### config.mk
export PLATFORM = sky130hd
export DESIGN_NAME = ps2_host_tx_flat
export DESIGN_NICKNAME = d
export VERILOG_FILES = /design/src/rtl/ps2_pkg.sv /design/src/rtl/ps2_host_tx_if.sv /design/src/rtl/ps2_sync_edge.sv /design/src/rtl/ps2_host_tx.sv /design/src/flat_wrapper.sv
export SDC_FILE = /design/constraint.sdc
export NUM_CORES = 1
export LEC_CHECK = 0
export CAP_MARGIN = 20
export CORE_ASPECT_RATIO = 1.25
export CORE_MARGIN = 2
export CORE_UTILIZATION = 43
export DETAILED_ROUTE_END_ITERATION = 8
export SYNTH_ARGS = -nofsm -noshare
export SYNTH_HDL_FRONTEND = slang
export SYNTH_SLANG_ARGS = --single-unit
### constraint.sdc
create_clock -name clk -period 2.45 [get_ports clk]
set_clock_uncertainty 0.2 [all_clocks]
set_input_delay 0.3675 -clock clk [delete_from_list [all_inputs] [get_ports clk]]
set_output_delay 0.3675 -clock clk [all_outputs]
set_load 0.05 [all_outputs]
### src/rtl/ps2_pkg.sv
// +--------------------------------------------------------------------------+
// | ps2_pkg : shared PS/2 host transmitter types and command constants       |
// | Rev 1.0                                                                  |
// +--------------------------------------------------------------------------+
`default_nettype none

package ps2_pkg;

  typedef enum logic [2:0] {
    ST_IDLE       = 3'd0,
    ST_INHIBIT    = 3'd1,
    ST_REQ        = 3'd2,
    ST_WAIT_FIRST = 3'd3,
    ST_SEND       = 3'd4,
    ST_ACK        = 3'd5,
    ST_WAIT_IDLE  = 3'd6
  } ps2_tx_state_e;

  localparam logic [7:0] PS2_CMD_SET_LED = 8'hED;
  localparam logic [7:0] PS2_CMD_ENABLE  = 8'hF4;
  localparam logic [7:0] PS2_CMD_RESET   = 8'hFF;
  localparam logic [7:0] PS2_RSP_ACK     = 8'hFA;
  localparam logic [7:0] PS2_RSP_BAT_OK  = 8'hAA;

  function automatic logic odd_parity(input logic [7:0] d);
    return ~^d;
  endfunction

endpackage

`default_nettype wire

### src/rtl/ps2_host_tx_if.sv
// +--------------------------------------------------------------------------+
// | ps2_host_tx_if : command byte handshake and completion pulses            |
// | Rev 1.0                                                                  |
// +--------------------------------------------------------------------------+
`default_nettype none

interface ps2_host_tx_if;
  logic [7:0] tx_data;
  logic       tx_valid;
  logic       tx_ready;
  logic       done;
  logic       err;

  modport master (output tx_data, output tx_valid,
                  input  tx_ready, input done, input err);
  modport slave  (input  tx_data, input tx_valid,
                  output tx_ready, output done, output err);
endinterface

`default_nettype wire

### src/rtl/ps2_sync_edge.sv
// +--------------------------------------------------------------------------+
// | ps2_sync_edge : 2-FF pin synchronizers plus registered PS2Clk fall strobe|
// | Rev 1.0                                                                  |
// +--------------------------------------------------------------------------+
`default_nettype none

module ps2_sync_edge (
  input  logic clk,
  input  logic rst,
  input  logic clk_in,
  input  logic data_in,
  output logic clk_sync,
  output logic data_sync,
  output logic clk_fall
);

  logic r_clk_meta, r_clk_sync, r_clk_prev;
  logic r_dat_meta, r_dat_sync;
  logic r_fall;

  // Idle bus level is high, so reset to 1 to avoid a spurious fall strobe.
  always_ff @(posedge clk) begin
    if (rst) begin
      r_clk_meta <= 1'b1;
      r_clk_sync <= 1'b1;
      r_clk_prev <= 1'b1;
      r_dat_meta <= 1'b1;
      r_dat_sync <= 1'b1;
      r_fall     <= 1'b0;
    end else begin
      r_clk_meta <= clk_in;
      r_clk_sync <= r_clk_meta;
      r_clk_prev <= r_clk_sync;
      r_dat_meta <= data_in;
      r_dat_sync <= r_dat_meta;
      r_fall     <= r_clk_prev & ~r_clk_sync;
    end
  end

  assign clk_sync  = r_clk_sync;
  assign data_sync = r_dat_sync;
  assign clk_fall  = r_fall;

endmodule

`default_nettype wire

### src/rtl/ps2_host_tx.sv
// +--------------------------------------------------------------------------+
// | ps2_host_tx : PS/2 host-to-device command transmitter (open-drain)       |
// | Rev 1.0                                                                  |
// +--------------------------------------------------------------------------+
`default_nettype none

module ps2_host_tx
  import ps2_pkg::*;
#(
  parameter int INHIBIT_CYCLES       = 10_000,
  parameter int START_TIMEOUT_CYCLES = 1_500_000,
  parameter int FRAME_TIMEOUT_CYCLES = 200_000
) (
  input  logic         clk,
  input  logic         rst,
  ps2_host_tx_if.slave tx,
  input  logic         ps2_clk_in,
  input  logic         ps2_data_in,
  output logic         ps2_clk_oe,
  output logic         ps2_data_oe,
  output logic         rx_inhibit
);

  localparam int c_MAX_A   = (INHIBIT_CYCLES > START_TIMEOUT_CYCLES) ?
                             INHIBIT_CYCLES : START_TIMEOUT_CYCLES;
  localparam int c_MAX_CNT = (c_MAX_A > FRAME_TIMEOUT_CYCLES) ? c_MAX_A : FRAME_TIMEOUT_CYCLES;
  localparam int c_CNT_W   = $clog2(c_MAX_CNT + 1);

  localparam logic [c_CNT_W-1:0] c_CNT_ONE    = c_CNT_W'(1);
  localparam logic [c_CNT_W-1:0] c_INH_LAST   = c_CNT_W'(INHIBIT_CYCLES - 1);
  localparam logic [c_CNT_W-1:0] c_START_LAST = c_CNT_W'(START_TIMEOUT_CYCLES - 1);
  localparam logic [c_CNT_W-1:0] c_FRAME_LAST = c_CNT_W'(FRAME_TIMEOUT_CYCLES - 1);

  ps2_tx_state_e      r_state, w_state_nxt;
  logic [c_CNT_W-1:0] r_cnt, w_cnt_nxt;
  logic [3:0]         r_bitcnt, w_bitcnt_nxt;
  logic [9:0]         r_shift, w_shift_nxt;
  logic               r_dat_oe, w_dat_oe_nxt;
  logic               r_done, w_done_nxt;
  logic               r_err, w_err_nxt;

  logic w_clk_s, w_dat_s, w_fall, w_frame_to;

  ps2_sync_edge u_sync (
    .clk       (clk),
    .rst       (rst),
    .clk_in    (ps2_clk_in),
    .data_in   (ps2_data_in),
    .clk_sync  (w_clk_s),
    .data_sync (w_dat_s),
    .clk_fall  (w_fall)
  );

  assign w_frame_to = (r_cnt == c_FRAME_LAST);

  always_ff @(posedge clk) begin
    if (rst) begin
      r_state  <= ST_IDLE;
      r_cnt    <= '0;
      r_bitcnt <= '0;
      r_shift  <= '0;
      r_dat_oe <= 1'b0;
      r_done   <= 1'b0;
      r_err    <= 1'b0;
    end else begin
      r_state  <= w_state_nxt;
      r_cnt    <= w_cnt_nxt;
      r_bitcnt <= w_bitcnt_nxt;
      r_shift  <= w_shift_nxt;
      r_dat_oe <= w_dat_oe_nxt;
      r_done   <= w_done_nxt;
      r_err    <= w_err_nxt;
    end
  end

  always_comb begin
    w_state_nxt  = r_state;
    w_cnt_nxt    = r_cnt;
    w_bitcnt_nxt = r_bitcnt;
    w_shift_nxt  = r_shift;
    w_dat_oe_nxt = r_dat_oe;
    w_done_nxt   = 1'b0;
    w_err_nxt    = 1'b0;
    case (r_state)
      ST_IDLE: begin
        w_dat_oe_nxt = 1'b0;
        if (tx.tx_valid) begin
          // Frame bits in shift order: data LSB-first, parity, stop.
          w_shift_nxt = {1'b1, odd_parity(tx.tx_data), tx.tx_data};
          w_cnt_nxt   = '0;
          w_state_nxt = ST_INHIBIT;
        end
      end
      ST_INHIBIT: begin
        if (r_cnt == c_INH_LAST) begin
          w_cnt_nxt   = '0;
          w_state_nxt = ST_REQ;
        end else begin
          w_cnt_nxt = r_cnt + c_CNT_ONE;
        end
      end
      ST_REQ: begin
        w_cnt_nxt    = '0;
        w_bitcnt_nxt = '0;
        w_dat_oe_nxt = 1'b1;
        w_state_nxt  = ST_WAIT_FIRST;
      end
      ST_WAIT_FIRST: begin
        if (w_fall) begin
          w_cnt_nxt    = '0;
          w_bitcnt_nxt = 4'd1;
          w_dat_oe_nxt = ~r_shift[0];
          w_shift_nxt  = {1'b1, r_shift[9:1]};
          w_state_nxt  = ST_SEND;
        end else if (r_cnt == c_START_LAST) begin
          w_err_nxt    = 1'b1;
          w_dat_oe_nxt = 1'b0;
          w_state_nxt  = ST_IDLE;
        end else begin
          w_cnt_nxt = r_cnt + c_CNT_ONE;
        end
      end
      ST_SEND, ST_ACK, ST_WAIT_IDLE: begin
        w_cnt_nxt = r_cnt + c_CNT_ONE;
        if (w_frame_to) begin
          w_err_nxt    = 1'b1;
          w_dat_oe_nxt = 1'b0;
          w_state_nxt  = ST_IDLE;
        end else if (r_state == ST_WAIT_IDLE) begin
          if (w_clk_s && w_dat_s) begin
            w_done_nxt  = 1'b1;
            w_state_nxt = ST_IDLE;
          end
        end else if (w_fall) begin
          if (r_state == ST_SEND) begin
            // Edge 10 puts out the stop bit (a 1), which releases data.
            w_bitcnt_nxt = r_bitcnt + 4'd1;
            w_dat_oe_nxt = ~r_shift[0];
            w_shift_nxt  = {1'b1, r_shift[9:1]};
            if (r_bitcnt == 4'd9) begin
              w_state_nxt = ST_ACK;
            end
          end else begin
            w_bitcnt_nxt = 4'd11;
            if (!w_dat_s) begin
              w_state_nxt = ST_WAIT_IDLE;
            end else begin
              w_err_nxt   = 1'b1;
              w_state_nxt = ST_IDLE;
            end
          end
        end
      end
      default: begin
        w_dat_oe_nxt = 1'b0;
        w_state_nxt  = ST_IDLE;
      end
    endcase
  end

  assign tx.tx_ready  = (r_state == ST_IDLE) && !rst;
  assign tx.done      = r_done && !rst;
  assign tx.err       = r_err && !rst;
  assign ps2_clk_oe   = ((r_state == ST_INHIBIT) || (r_state == ST_REQ)) && !rst;
  assign ps2_data_oe  = ((r_state == ST_REQ) || r_dat_oe) && !rst;
  assign rx_inhibit   = (r_state != ST_IDLE) && !rst;

endmodule

`default_nettype wire
### src/flat_wrapper.sv
// flat-port wrapper written by rule: the top's interface ports become plain ports
module ps2_host_tx_flat import ps2_pkg::*;
#(
  parameter int INHIBIT_CYCLES       = 10_000,
  parameter int START_TIMEOUT_CYCLES = 1_500_000,
  parameter int FRAME_TIMEOUT_CYCLES = 200_000
)
  (clk, rst, ps2_clk_in, ps2_data_in, ps2_clk_oe, ps2_data_oe, rx_inhibit, tx_tx_data, tx_tx_valid, tx_tx_ready, tx_done, tx_err);
  ps2_host_tx_if tx_i ();
  input  logic clk;
  input  logic rst;
  input  logic ps2_clk_in;
  input  logic ps2_data_in;
  output logic ps2_clk_oe;
  output logic ps2_data_oe;
  output logic rx_inhibit;
  input wire logic [$bits(tx_i.tx_data)-1:0] tx_tx_data;
  input wire logic [$bits(tx_i.tx_valid)-1:0] tx_tx_valid;
  output wire logic [$bits(tx_i.tx_ready)-1:0] tx_tx_ready;
  output wire logic [$bits(tx_i.done)-1:0] tx_done;
  output wire logic [$bits(tx_i.err)-1:0] tx_err;
  assign tx_i.tx_data = tx_tx_data;
  assign tx_i.tx_valid = tx_tx_valid;
  assign tx_tx_ready = tx_i.tx_ready;
  assign tx_done = tx_i.done;
  assign tx_err = tx_i.err;
  ps2_host_tx #(.INHIBIT_CYCLES(INHIBIT_CYCLES), .START_TIMEOUT_CYCLES(START_TIMEOUT_CYCLES), .FRAME_TIMEOUT_CYCLES(FRAME_TIMEOUT_CYCLES)) u_core (.clk(clk), .rst(rst), .tx(tx_i), .ps2_clk_in(ps2_clk_in), .ps2_data_in(ps2_data_in), .ps2_clk_oe(ps2_clk_oe), .ps2_data_oe(ps2_data_oe), .rx_inhibit(rx_inhibit));
endmodule
* Yosys cells after proc, flatten, opt, wreduce, memory -nomap -nowiden *
Cells that the tools add are included.

operators by class
  $add $sub $neg = 2
  equality and inequality tests = 25
  mux-type cells = 46
  bitwise gates (word level) = 6
  reduce and logical (&&, ||, !) cells = 23

operators with widths
  cell                                                    number
  one-hot mux 21 bit (5 select lines)                     1
  2-to-1 mux 21 bit                                       4
  2-to-1 mux 10 bit                                       6
  2-to-1 mux 3 bit                                        11
  one-hot mux 10 bit (3 select lines)                     1
  adder 21 x 1 -> 21 bit (second input constant)          1
  equality test 21 x 14 -> 1 bit (second input constant)  1
  equality test 21 x 18 -> 1 bit (second input constant)  1
  equality test 21 bit (second input constant)            1
  2-to-1 mux 4 bit                                        5
  one-hot mux 3 bit (5 select lines)                      1
  2-to-1 mux 1 bit                                        14
  one-hot mux 4 bit (3 select lines)                      1
  != test 2 bit (second input constant)                   5
  AND reduction 5 bit                                     2
  equality test 3 bit (second input constant)             3
  != test 3 x 2 -> 1 bit (second input constant)          3
  nonzero test 3 bit                                      3
  XNOR reduction 8 bit                                    1
  logical AND 1 bit                                       7
  AND reduction 7 bit                                     1
  equality test 3 x 2 -> 1 bit (second input constant)    2
  AND reduction 6 bit                                     1
  != test 5 x 3 -> 1 bit (second input constant)          1
  other kinds (19)                                        25

word-level totals
  register bits after elaboration = 47
  bits of input ports = 13
  output and inout bits = 6

* Logic depth before layout (Yosys ltp) *
  depth in word-level cells = 7
  gate-level depth with buffers = 9
  depth with buffers taken out = 7

* Hierarchy *
Synthesis repeated with hierarchy kept, for this count alone.

second synthesis, totals
  cells, all modules = 312
  area total of the unflattened synthesis = 2793.9 µm²

modules (own cells, without submodules)
  module         times used  cells an instance  area an instance (µm²)  sequential area each (µm²)
  ps2_host_tx    1           300                2635.0                  820.8
  ps2_sync_edge  1           12                 158.9                   120.1

* Worst setup path after synthesis *
No wires, ideal clock.

  kind = reg-to-output
  start point = register u_core.r_state[2]
  end point = output port tx_tx_ready
  arrival time = 2.302 ns
  required time = 1.882 ns
  setup slack = -0.419 ns
  stages on the path, launching flop included = 5
  cell sequence = dfxtp_1 > clkbuf_1 > buf_2 > clkbuf_1 > nor4_1

on the way
  word-level cells in the longest chain between the ends = 2

RTL lines
  element                 line                source
  from (decl)             ps2_host_tx.sv:34   ps2_tx_state_e r_state, w_state_nxt;
  from (signal assigned)  ps2_host_tx.sv:66   r_state <= w_state_nxt;
  logical NOT 3 bit       ps2_host_tx.sv:161  assign tx.tx_ready = (r_state == ST_IDLE) && !rst;
  logical AND 1 bit       ps2_host_tx.sv:161
  to (decl)               flat_wrapper.sv:19  output wire logic [$bits(tx_i.tx_ready)-1:0] tx_tx_ready;

Every way passes these cells.

* Worst setup path in the final report *
  start point = register u_core.r_cnt[13]
  end point = register u_core.r_dat_oe

on the way
  word-level cells in the longest chain between the ends = 3
  elaborated cells between the ends (all ways) = 9

RTL lines
  element                                                                                     line                                   source
  from (decl)                                                                                 ps2_host_tx.sv:35                      logic [c_CNT_W-1:0] r_cnt, w_cnt_nxt;
  from (signal assigned)                                                                      ps2_host_tx.sv:67                      r_cnt <= w_cnt_nxt;
  equality test 21 x 18 -> 1 bit or equality test 21 bit (tied branches)                      ps2_host_tx.sv:54, ps2_host_tx.sv:115
  != test 3 x 2 -> 1 bit (no source line) (tied with other cells)                             -
  AND reduction 5 bit (no source line) or one-hot mux 1 bit (4 select lines) (tied branches)  -
  to (signal assigned)                                                                        ps2_host_tx.sv:70                      r_dat_oe <= w_dat_oe_nxt;
  to (decl)                                                                                   ps2_host_tx.sv:38                      logic r_dat_oe, w_dat_oe_nxt;

Parallel ways exist; a longest one is shown, timed or not.
A chain may end at the register's enable or synchronous reset.

==> impl_metrics.env <==
export IMPL_outcome="finished clean"
export IMPL_cp_slowest_stage_delay_ns=0.46
export IMPL_cts_buffers_inserted=5
export IMPL_viasPerCell=5.48
export IMPL_setup_tns_ns=0
export IMPL_grt_setup_unrepaired="no"
export IMPL_num_vias=2108
export IMPL_endpoint_kind="flop"
export IMPL_clock_fmax_mhz=450
export IMPL_pre_cts_slack_ns=0.0763
export IMPL_h_tree_depth=2
export IMPL_ys_flop_type="dfxtp_1"
export IMPL_track_usage=0.172
export IMPL_reg2regPathDepth=6
export IMPL_netSwitchingPower_mw=0.953
export IMPL_ir_drop_mv=0.445
export IMPL_place_area_mm2=0.00293
export IMPL_post_cts_buffers=0
export IMPL_ys_types=54
export IMPL_fp_dieW_um=73.5
export IMPL_hp_class="flop to flop"
export IMPL_critPathRequiredTime_ns=2.47
export IMPL_synth_warnings=0
export IMPL_path_class="flop to flop"
export IMPL_cts_tree="yes"
export IMPL_p_int_mw=1.75
export IMPL_relSlewSlack=0.671
export IMPL_cts_sinks=47
export IMPL_worstHoldPathCells=2
export IMPL_maxCapViolations=0
export IMPL_postLayoutCoreUtil=0.526
export IMPL_setup_viol=0
export IMPL_grt_overflow_total=0
export IMPL_synth_avg_cell_area_um2=8.68
export IMPL_async_flop_share=0
export IMPL_ys_seq_area_frac=0.362
export IMPL_combPwrFrac=0.409
export IMPL_hold_viol_final=0
export IMPL_cp_arrival_ns=2.24
export IMPL_clockBufferDepth=2
export IMPL_final_cell_mix="nor2_1 (50), dfxtp_1 (47), nand2_1 (18)"
export IMPL_syn_inst=299
export IMPL_slowest_stage="dfxtp_1"
export IMPL_path_depth=6
export IMPL_tightest_slew_ns=0.490
export IMPL_synth_edff_count=0
export IMPL_pwr_share_clk=0.242
export IMPL_hpwl_um=3910
export IMPL_globalplace_congestion=0.892
export IMPL_p_leak_nw=1.17
export IMPL_dieArea_mm2=0.00668
export IMPL_grt_max_degree=22
export IMPL_power_density_mw_per_mm2=884
export IMPL_final_common_cell="nor2_1"
export IMPL_finalWorstSetupSlack_ns=0.228
export IMPL_whs_ns=0.210
export IMPL_drive_gt1_frac=0.166
export IMPL_grt_pass1_vias=2129
export IMPL_fillCellCount=563
export IMPL_drt_iter0_markers=49
export IMPL_core_area_mm2=0.00582
export IMPL_postCtsHoldBufs=0
export IMPL_cp_top_family="compound AO/OA/AOI/OAI gates"
export IMPL_fin_area_mm2=0.00306
export IMPL_grt_pass1_wl_um=9400
export IMPL_rows=31
export IMPL_final_antenna_net_count=0
export IMPL_antenna_cells=0
export IMPL_timing_final_max_slew_violations=0
export IMPL_start_util=0.446
export IMPL_drt_pass1_iter_count=5
export IMPL_min_period_over_period=0.907
export IMPL_antenna_found_initial=0
export IMPL_cts_root_buf="clkbuf_8"
export IMPL_routed_wl_um=5180
export IMPL_cp_cell_sequence="nand4b_1 > nor4bb_1 > a21boi_0 > a31oi_1 > nor2_1 > a211oi_1"
export IMPL_nets=334
export IMPL_finalCriticalPeriod_ns=2.22
export IMPL_wl_per_cell_um=13.4
export IMPL_portBuffers=18
export IMPL_p_sw_frac=0.352
export IMPL_syn_to_final_growth_pct=17.9
export IMPL_seqPwrFrac=0.349
export IMPL_mappedNetlistArea_mm2=0.00260
export IMPL_drcViolationCount=0
export IMPL_clk_latency_ns=0.29
export IMPL_clk_pin_slew_ns=0.09
export IMPL_syn_nets=315
export IMPL_cp_num_buf_inv=0
export IMPL_die_y_um=90.9
export IMPL_ys_seq_elements=47
export IMPL_start_kind="flop"
export IMPL_ios=19
export IMPL_cp_max_fo=7
what timing repair did:
| item | 4_1_cts | 5_1_grt |
|---|---|---|
| resized for setup | 0 | 1 |
| endpoints found under the setup margin | 0 | 9 |
| hold endpoints to repair | 0 | 0 |
per-layer routing:
layer	share of wire	GRT usage
met1	0.47	0.228
met3	0.035	0.0346
met2	0.47	0.277
met4	0.019	0.0515
met5	0	0
Yosys cell counts (7+ instances only):
| cell type | count | area share |
|---|---|---|
| mux2i_1 | 12 | 0.046 |
| nand2_1 | 18 | 0.026 |
| nand4_1 | 8 | 0.019 |
| and3_1 | 7 | 0.017 |
| nand3_1 | 15 | 0.029 |
| xor2_1 | 16 | 0.054 |
| a21oi_1 | 8 | 0.015 |
| nor2_1 | 50 | 0.072 |
| a211oi_2 | 9 | 0.043 |
| xnor2_1 | 13 | 0.044 |
| clkbuf_1 | 7 | 0.010 |
| dfxtp_1 | 47 | 0.36 |
power by group through the flow:
| stage | clock, mW | sequential [mW] | combinational (mW) |
|---|---|---|---|
| 2_1_floorplan | 0 | 0.935 | 0.878 |
| 3_3_place_gp | 0 | 0.962 | 1.10 |
| 3_5_place_dp | 0 | 0.963 | 1.12 |
| 4_1_cts | 0.680 | 0.945 | 1.12 |
| 5_1_grt | 0.713 | 0.963 | 1.23 |
| 6_report | 0.656 | 0.944 | 1.11 |
sequential cells by signal, indices dropped and copies added (netlist names):
| signal | flops |
|---|---|
| u_core.u_sync.r_clk_meta | 1 |
| u_core.u_sync.clk_fall | 1 |
| u_core.u_sync.r_dat_meta | 1 |
| u_core.r_bitcnt | 4 |
| u_core.r_shift | 10 |
| u_core.r_cnt | 21 |
| u_core.r_dat_oe | 1 |
| u_core.r_state | 3 |
| u_core.u_sync.data_sync | 1 |
| u_core.u_sync.clk_sync | 1 |
| u_core.u_sync.r_clk_prev | 1 |
| u_core.r_err | 1 |
| u_core.r_done | 1 |
worst register-to-register path: cells and delay by family (launching register included):
family,cells,cell delay [ns]
flip-flops,1,0.46
AO/OA/AOI/OAI,3,0.79
AND/OR/NAND/NOR,3,0.70
cell type report:
| cell class | instances | area, um^2 | share of cell area |
|---|---|---|---|
| Clock inverter | 2 | 60.1 | 0.0196 |
| Sequential cell | 47 | 941 | 0.307 |
| Tap cell | 66 | 82.6 | 0.0270 |
| Inverter | 6 | 22.5 | 0.00736 |
| Multi-Input combinational cell | 230 | 1550 | 0.508 |
| Timing Repair Buffer | 28 | 328 | 0.107 |
| Clock buffer | 6 | 72.6 | 0.0237 |
kinds of logic (layout without fill, tap and decap cells):
logic type / count (synthesis) / count (layout) / synth area share
flip-flops: 47 / 47 / 0.362
AND/OR/NAND/NOR: 144 / 144 / 0.307
AO/OA/AOI/OAI: 42 / 42 / 0.128
adder cells (fa/ha/maj): 3 / 3 / 0.0145
XOR/XNOR: 29 / 29 / 0.0978
multiplexers: 12 / 12 / 0.0463
buffers and inverters: 22 / 42 / 0.0439
worst paths after layout:
check                                                         start                           endpoint  slack (ns)
worst max-delay path                  u_core.r_cnt[13]$_SDFFE_PP0P_       u_core.r_dat_oe$_SDFFE_PP0P_        0.23
worst min-delay path            u_core.u_sync.r_clk_prev$_SDFF_PP1_  u_core.u_sync.clk_fall$_SDFF_PP0_        0.21
worst max register to register        u_core.r_cnt[13]$_SDFFE_PP0P_       u_core.r_dat_oe$_SDFFE_PP0P_        0.23
worst min register to register  u_core.u_sync.r_clk_prev$_SDFF_PP1_  u_core.u_sync.clk_fall$_SDFF_PP0_        0.21
stage by stage:
stage | instances | power [mW]
finish | 385 | 2.71
global route | 385 | 2.91
CTS | 385 | 2.74
detailed placement | 377 | 2.08
global placement | 377 | 2.07
floorplan | 299 | 1.81
No activity file was read; power rests on OpenSTA's default activity.
